## src/rtl/qcw_phase_ramp.sv

```systemverilog
// qcw_phase_ramp
// Turns a single start pulse into a programmed per-cycle phase ramp for the
// QCW bridge PLL. The phase walks from cfg_phase_start toward cfg_phase_end in
// cfg_step increments. Each step is taken after cfg_dwell resonant cycles.
// The phase then holds until the PLL ends the burst. An over-current halt
// forces the phase to zero until done arrives.
//
// Ports:
//   clk, reset_n         system clock, asynchronous active-low reset
//   start                single-cycle pulse, accepted only in idle
//   halt                 over-current abort (level or pulse)
//   cycle_finished       once-per-resonant-cycle pulse from the PLL
//   done                 burst-end pulse from the PLL
//   cfg_phase_start/end  ramp endpoints, latched at start
//   cfg_step             step magnitude, latched at start
//   cfg_dwell            resonant cycles per step (0 acts as 1), latched at start
//   phase_shift          registered phase command to the PLL
//   busy                 high while a burst is active or halted
//   ramp_done            single-cycle pulse on return to idle
//   halted               sticky abort flag, cleared by the next accepted start
module qcw_phase_ramp #(
    parameter int unsigned PHASE_W = 8,
    parameter int unsigned DWELL_W = 8
) (
    input  logic               clk,
    input  logic               reset_n,
    input  logic               start,
    input  logic               halt,
    input  logic               cycle_finished,
    input  logic               done,
    input  logic [PHASE_W-1:0] cfg_phase_start,
    input  logic [PHASE_W-1:0] cfg_phase_end,
    input  logic [PHASE_W-1:0] cfg_step,
    input  logic [DWELL_W-1:0] cfg_dwell,
    output logic [PHASE_W-1:0] phase_shift,
    output logic               busy,
    output logic               ramp_done,
    output logic               halted
);

    typedef enum logic [1:0] {StIdle, StRamp, StHold, StHalted} state_e;

    state_e             state_q, state_d;
    logic [PHASE_W-1:0] phase_q, phase_d;
    logic [DWELL_W-1:0] cnt_q, cnt_d;
    logic [PHASE_W-1:0] step_q, step_d;
    logic [PHASE_W-1:0] end_q, end_d;
    logic [DWELL_W-1:0] dwell_q, dwell_d;
    logic               up_q, up_d;
    logic               halted_q, halted_d;
    logic               ramp_done_q, ramp_done_d;
    logic               busy_q, busy_d;

    // One-step-toward-end arithmetic, one bit wider so neither direction wraps.
    logic [PHASE_W:0]   ph_ext, step_ext, end_ext, sum, diff;
    logic [PHASE_W-1:0] phase_next;
    logic [DWELL_W:0]   cnt_inc, dwell_eff;

    always_comb begin
        ph_ext   = {1'b0, phase_q};
        step_ext = {1'b0, step_q};
        end_ext  = {1'b0, end_q};
        sum      = ph_ext + step_ext;
        diff     = ph_ext - step_ext;
        if (up_q) begin
            phase_next = (sum >= end_ext) ? end_q : sum[PHASE_W-1:0];
        end else begin
            phase_next = ((phase_q < step_q) || (diff <= end_ext)) ? end_q : diff[PHASE_W-1:0];
        end
        cnt_inc   = {1'b0, cnt_q} + (DWELL_W+1)'(1);
        dwell_eff = (dwell_q == '0) ? (DWELL_W+1)'(1) : {1'b0, dwell_q};
    end

    always_comb begin
        state_d     = state_q;
        phase_d     = phase_q;
        cnt_d       = cnt_q;
        step_d      = step_q;
        end_d       = end_q;
        dwell_d     = dwell_q;
        up_d        = up_q;
        halted_d    = halted_q;
        ramp_done_d = 1'b0;

        unique case (state_q)
            StIdle: begin
                phase_d = '0;
                cnt_d   = '0;
                if (start) begin
                    step_d   = cfg_step;
                    end_d    = cfg_phase_end;
                    dwell_d  = cfg_dwell;
                    up_d     = (cfg_phase_end > cfg_phase_start);
                    phase_d  = cfg_phase_start;
                    halted_d = 1'b0;
                    if ((cfg_step == '0) || (cfg_phase_start == cfg_phase_end)) begin
                        state_d = StHold;
                    end else begin
                        state_d = StRamp;
                    end
                end
            end
            StRamp, StHold: begin
                if (done) begin
                    state_d     = StIdle;
                    phase_d     = '0;
                    cnt_d       = '0;
                    ramp_done_d = 1'b1;
                    if (halt) halted_d = 1'b1;
                end else if (halt) begin
                    state_d  = StHalted;
                    phase_d  = '0;
                    halted_d = 1'b1;
                end else if (cycle_finished && (state_q == StRamp)) begin
                    if (cnt_inc == dwell_eff) begin
                        cnt_d   = '0;
                        phase_d = phase_next;
                        if (phase_next == end_q) state_d = StHold;
                    end else begin
                        cnt_d = cnt_inc[DWELL_W-1:0];
                    end
                end
            end
            StHalted: begin
                phase_d = '0;
                if (done) begin
                    state_d     = StIdle;
                    cnt_d       = '0;
                    ramp_done_d = 1'b1;
                end
            end
            default: state_d = StIdle;
        endcase

        busy_d = (state_d != StIdle);
    end

    always_ff @(posedge clk or negedge reset_n) begin
        if (!reset_n) begin
            state_q     <= StIdle;
            phase_q     <= '0;
            cnt_q       <= '0;
            step_q      <= '0;
            end_q       <= '0;
            dwell_q     <= '0;
            up_q        <= 1'b0;
            halted_q    <= 1'b0;
            ramp_done_q <= 1'b0;
            busy_q      <= 1'b0;
        end else begin
            state_q     <= state_d;
            phase_q     <= phase_d;
            cnt_q       <= cnt_d;
            step_q      <= step_d;
            end_q       <= end_d;
            dwell_q     <= dwell_d;
            up_q        <= up_d;
            halted_q    <= halted_d;
            ramp_done_q <= ramp_done_d;
            busy_q      <= busy_d;
        end
    end

    assign phase_shift = phase_q;
    assign busy        = busy_q;
    assign ramp_done   = ramp_done_q;
    assign halted      = halted_q;

endmodule

```

## config.mk

```make
export PLATFORM = sky130hd
export DESIGN_NAME = qcw_phase_ramp
export DESIGN_NICKNAME = d
export VERILOG_FILES = /design/src/rtl/qcw_phase_ramp.sv
export SDC_FILE = /design/constraint.sdc
export NUM_CORES = 1
export LEC_CHECK = 0
export ABC_AREA = 1
export CAP_MARGIN = 20
export CORE_AREA = 4 4 99 78
export DETAILED_ROUTE_END_ITERATION = 7
export DIE_AREA = 0 0 103 82
export PLACE_DENSITY = 0.84
export RECOVER_POWER = 25
export SYNTH_ARGS = -nofsm -noshare
export SYNTH_HDL_FRONTEND = slang
export SYNTH_SLANG_ARGS = --single-unit
```

## constraint.sdc

```tcl
create_clock -name clk -period 9.1 [get_ports clk]
set_input_delay 0.91 -clock clk [delete_from_list [all_inputs] [get_ports clk]]
set_output_delay 0.91 -clock clk [all_outputs]
set_load 0.005 [all_outputs]
```

### Word-level counts from Yosys, hierarchy flattened

Index checks and enable logic that the tools add are counted.

| cells by class | value |
|---|---|
| equality and inequality tests | 13 |
| add/sub/neg operators | 3 |
| reduce and logical (&&, ||, !) cells | 14 |
| multiplexer cells | 30 |
| $lt $le $gt $ge | 4 |

Operators by type and width:

| kind | number |
|---|---|
| 8-bit two-way mux | 14 |
| 8-bit one-hot mux with 3 select lines | 2 |
| 8-bit == test | 2 |
| 8-bit logical NOT | 2 |
| 2-bit two-way mux | 8 |
| 8-bit by 1-bit adder with 9-bit output (second input constant) | 1 |
| 8-bit by 8-bit adder with 9-bit output | 1 |
| 9-bit by 8-bit == test with 1-bit output | 1 |
| 9-bit by 8-bit >= comparator with 1-bit output | 1 |
| 9-bit by 8-bit <= comparator with 1-bit output | 1 |
| 8-bit by 8-bit subtractor with 9-bit output | 1 |
| 8-bit greater-than comparator | 1 |
| 8-bit less-than comparator | 1 |
| 4-bit != test (second input constant) | 2 |
| 2-bit != test (second input constant) | 3 |
| 3-bit != test (second input constant) | 2 |
| 2-bit one-hot mux with 3 select lines | 1 |
| 3-bit AND reduction | 2 |
| 2-bit == test (second input constant) | 2 |
| 1-bit two-way mux | 4 |
| 2-bit AND reduction | 2 |
| 2-bit nonzero test | 2 |
| 3-bit OR reduction | 1 |
| 2-bit by 1-bit == test with 1-bit output (second input constant) | 1 |
| other kinds (5) | 6 |

| storage, ports and cells | value |
|---|---|
| register bits | 46 |
| logic and storage cells | 74 |
| output and inout port bits | 11 |

### Logic depth before layout (Yosys ltp)

| depth | value |
|---|---|
| word-level depth | 13 |
| depth in mapped cells | 34 |
| depth with buffers taken out | 33 |

### Least setup slack after synthesis

Ideal clock, no wire load.

| path | value |
|---|---|
| path kind | flip-flop to flip-flop |
| from | register phase_q[0], in the netlist phase_shift[0] |
| to | register busy_q, in the netlist busy |
| slack | 5.594 ns |
| clock period less this slack | 3.506 ns |
| stages on the path, launching flop included | 32 |
| arrival time | 3.385 ns |
| required time | 8.979 ns |
| path through | dfrtp_1 -> inv_1 -> ha_1 -> fa_1 -> o21ai_1 -> a21o_1 -> xor2_1 -> inv_1 -> ha_1 -> nand2_1 -> nor2_1 -> nand2_1 -> nand3_1 -> nand2_1 -> nand2_1 -> nand2_1 -> nand2_2 -> nand2_2 -> inv_2 -> nand2_1 -> nand2_1 -> nand2_1 -> nand2_1 -> nand2_1 -> nand2_1 -> nand2_1 -> nor2_1 -> nand2_1 -> nand2_1 -> nand2_1 -> a21oi_2 -> nand2_1 |

| between the ends | value |
|---|---|
| cells in the longest elaborated chain, start to end | 13 |

RTL lines:

| item | RTL line | RTL |
|---|---|---|
| start: declaration | 44 | `logic [PHASE_W-1:0] phase_q, phase_d;` |
| start signal: assignment | 152 | `phase_q <= phase_d;` |
| 8-bit by 8-bit subtractor with 9-bit output | 64 | `diff = ph_ext - step_ext;` |
| 9-bit by 8-bit <= comparator with 1-bit output | 68 | `phase_next = ((phase_q < step_q) \|\| (diff <= end_ext)) ? end_q : diff[PHASE_W-1:0];` |
| 1-bit logical OR | 68 |  |
| 8-bit two-way mux | 68 |  |
| 8-bit two-way mux (*) | 65 | `if (up_q) begin` |
| 8-bit == test (*) | 118 | `if (phase_next == end_q) state_d = StHold;` |
| 2-bit two-way mux (*) | 118 |  |
| 2-bit two-way mux (*) | 115 | `if (cnt_inc == dwell_eff) begin` |
| 2-bit two-way mux (*) | 114 | `end else if (cycle_finished && (state_q == StRamp)) begin` |
| 2-bit two-way mux (*) | 110 | `end else if (halt) begin` |
| 2-bit two-way mux (*) | 104 | `if (done) begin` |
| 2-bit one-hot mux with 3 select lines (*) | 85 | `unique case (state_q)` |
| 2-bit nonzero test (*) | 135 | `busy_d = (state_d != StIdle);` |
| net busy_d | 52 | `logic busy_q, busy_d;` |
| end signal: assignment | 160 | `busy_q <= busy_d;` |
| end: declaration | 52 |  |

Mark *: on every way through the listed nets, which the timed path passes. The rest lies on a longest branch.
A chain may end at the register's enable or synchronous reset.

### Worst setup path in the final report

Ends and elaborated chain as after synthesis.

==> implementation parameters <==
Parameter                              Value

Route
  Wire length on met1    4.87 mm
  Routed met2 length    4.68 mm
  Max layer used    met4
  Met3 layer wire length in the routed design    920 um
  DRT Wirelength    10.6 mm
  DR pass1 iterations    5
  Number of vias per cell    5.63
  DRC marker count from the first detailed-route iteration    316
  Detail Route Antenna Nets    0
  Vias    3939
  DRC    0
  WL/cell    15.2 um

Timing
  Pins over their slew limit    42
  Maximum operating frequency    0.244 GHz
  Endpoints failing setup    0
  Least-Margin Pin Slew    2270 ps
  Clk_skew    12.3 ps
  Period utilization    45.1%
  Total Neg Setup Slack    0 ps
  Final hold violation count    0
  WHS    453 ps
  Unrepaired setup endpoints after global routing    no
  Slew Limit Headroom    -51.1%
  Min Tclk post-route    4100 ps

Clock tree
  Clock buffer count from CTS    5
  Number of hold buffers added after CTS    0
  TritonCTS sink count    46
  Post-CTS Setup Inserts    0
  H-Tree Depth    2
  CTS tree    done
  Clock latency on the worst-skew pair    310 ps
  Number of cells upsized or downsized after cts    0
  Clock-pin slew of the registers on the worst-case setup and hold paths    90 ps
  Maximum count of clock buffers along a single path    2
  Clock root buffer    clkbuf_8

Power and ir drop
  Power per cell area    433 mW/mm^2
  Maximum ir drop on the vdd rail    0.229 mV
  Power, Total    2020 uW
  Leak    0.00248 uW

Floorplan
  Core Rows    26
  Initial core utilization    59.7%
  Number of I/O pins    49
  Die boundary height    82 um
  Core region area    0.00670 mm^2
  Chip width    103 um
  DIE AREA    0.00845 mm^2

Synthesis
  Synthesized area per cell    7.02 um^2
  Flip-flop and latch count after synthesis    46
  Post-Syn Nets    654
  Cell count after synthesis    570
  Number of flops mapped to enable cells by yosys    0
  Register area share after synthesis    28.7%
  Netlist Area Pre-Place    0.00400 mm^2
  Cell variety after synth    41
  Async SR Flop Fraction    100%
  Ys flop type    dfrtp_1
  Count of synthesis-stage warnings from yosys    0

Setup path
  Highest-delay cell along the critical path    fa_1
  Library cell appearing most often on the critical path    nand2_1
  Largest delay share family, worst path    simple AND/OR/NAND/NOR gates
  Number of cells on the worst reg-to-reg path    30
  Critical Path Max Stage Delay    410 ps
  CP Buf/Inv Count    3
  Largest fanout of any net on the critical path    9
  Critical path endpoint category    flip-flop
  Critical path type    reg2reg
  Worst EP required    9350 ps
  Cell count along the critical path    30
  Crit start category    flip-flop
  Critical path data arrival time    4360 ps

Run status
  Status    finished, violations left
  Violations in the final reports    capacitance limit, slew limit

Final layout
  Final Instance Count excl. Fillers    700
  Layout area overhead    16.3%
  Fraction of layout cells with a size suffix above 1    5.19%
  Layout Nets    699
  Count of inserted antenna diode cells    0

Global route
  Vias in the first global route    3782
  Number of antenna violations at the first check in global routing    0
  Maximum number of pins on one net before global-route repair    47
  Combined global-route utilization of all metal layers    26.6%
  Wire length of the first global-routing pass    17.6 mm
  GR Overflow Total    0

Place
  Post-Place Cells    691
  GP Congestion    0.963
  Port bufs    48
  DP HPWL    8.31 mm

Run
  Max-capacitance violation count    1

Worst hold path
  Worst hold-check path type    in2async
[path summary, 6_finish.rpt]
path                                             from                         end  slack, ps
setup / recovery           phase_shift[0]$_DFFE_PN0P_              busy$_DFF_PN0_       5000
hold / removal                                reset_n       step_q[6]$_DFFE_PN0P_        450
setup reg to reg           phase_shift[0]$_DFFE_PN0P_              busy$_DFF_PN0_       5000
hold reg to reg                dwell_q[0]$_DFFE_PN0P_      dwell_q[0]$_DFFE_PN0P_        520
max in group asynchronous                     reset_n  phase_shift[0]$_DFFE_PN0P_       6230
min in group clk               dwell_q[0]$_DFFE_PN0P_      dwell_q[0]$_DFFE_PN0P_        520
[per-layer routing]
layer	up-vias	GRT usage, %
li1	1920	-
met1	1819	37.3
met2	179	43.3
met3	21	4.07
met4	0	6.47
met5	-	0
[sequential cells by signal, indices dropped and copies added (netlist names)]
name         cells
step_q           8
halted           1
phase_shift      8
dwell_q          8
end_q            8
busy             1
ramp_done        1
cnt_q            8
up_q             1
state_q          2
[synthesized netlist by cell type (3+ instances only)]
master	number	area [um^2]
a21oi_1	19	95.1
a21oi_2	3	26.3
a31oi_1	8	50.1
clkbuf_1	6	22.5
dfrtp_1	46	1150
ha_1	44	551
inv_1	90	338
inv_2	4	15.0
nand2_1	171	642
nand2_2	4	25.0
nand3_1	54	270
nand3b_1	3	22.5
nand4_1	6	37.5
nor2_1	27	101
o21ai_0	26	130
o21ai_1	4	20.0
o21ai_2	3	26.3
o22ai_1	3	18.8
o32ai_1	6	52.6
xnor2_1	3	26.3
xor2_1	14	123
[cell type report]
class / instances / area [um^2]
tap: 84 / 105
multi-input combinational: 417 / 2420
timing repair buffer: 50 / 485
fill: 591 / 2040
sequential: 46 / 1150
inverter: 95 / 357
clock buffer: 5 / 68.8
clock inverter: 3 / 68.8
[power by group]
part | total, uW | internal (uW) | switching [uW]
clock network | 187 | 110 | 76.4
registers | 368 | 284 | 83.7
logic | 1460 | 529 | 936
total | 2020 | 923 | 1100
[through the flow]
stage	utilization [%]	setup slack (ps)	area (um^2)
floorplan	-	5590	4000
global placement	67.4	5350	4520
detailed placement	67.4	5090	4520
CTS	69.5	5040	4660
global route	69.5	4690	4660
finish	69.5	5000	4660
[cells by family after synthesis]
logic type | Yosys count | synth area share, %
compound gates | 78 | 11.7
xor+xnor | 18 | 4.13
fa+ha+maj | 46 | 14.8
buf+inv | 107 | 10.7
flops | 46 | 28.7
simple gates | 275 | 29.9
[layout by cell type, fill, tap and decap left out, types with 2 or more instances in the layout]
cell type	netlist	layout
xor2_1	14	14
nand3b_1	3	3
nor2_1	27	27
bufinv_16	0	2
o21ai_2	3	3
o211ai_1	2	2
o21ai_0	26	26
a21oi_2	3	3
nand3_1	54	54
dfrtp_1	46	46
o32ai_1	6	6
a21oi_1	19	19
o21bai_1	2	2
ha_1	44	44
clkbuf_8	0	5
inv_2	4	4
nand2_2	4	4
a31oi_1	8	8
nand4_1	6	6
nor2_4	2	2
inv_1	90	90
clkdlybuf4s50_1	0	47
fa_1	2	2
clkbuf_1	6	2
xnor2_1	3	3
o22ai_1	3	3
o21ai_1	4	4
nand2_1	171	171
(Power assumes the default switching activity.)
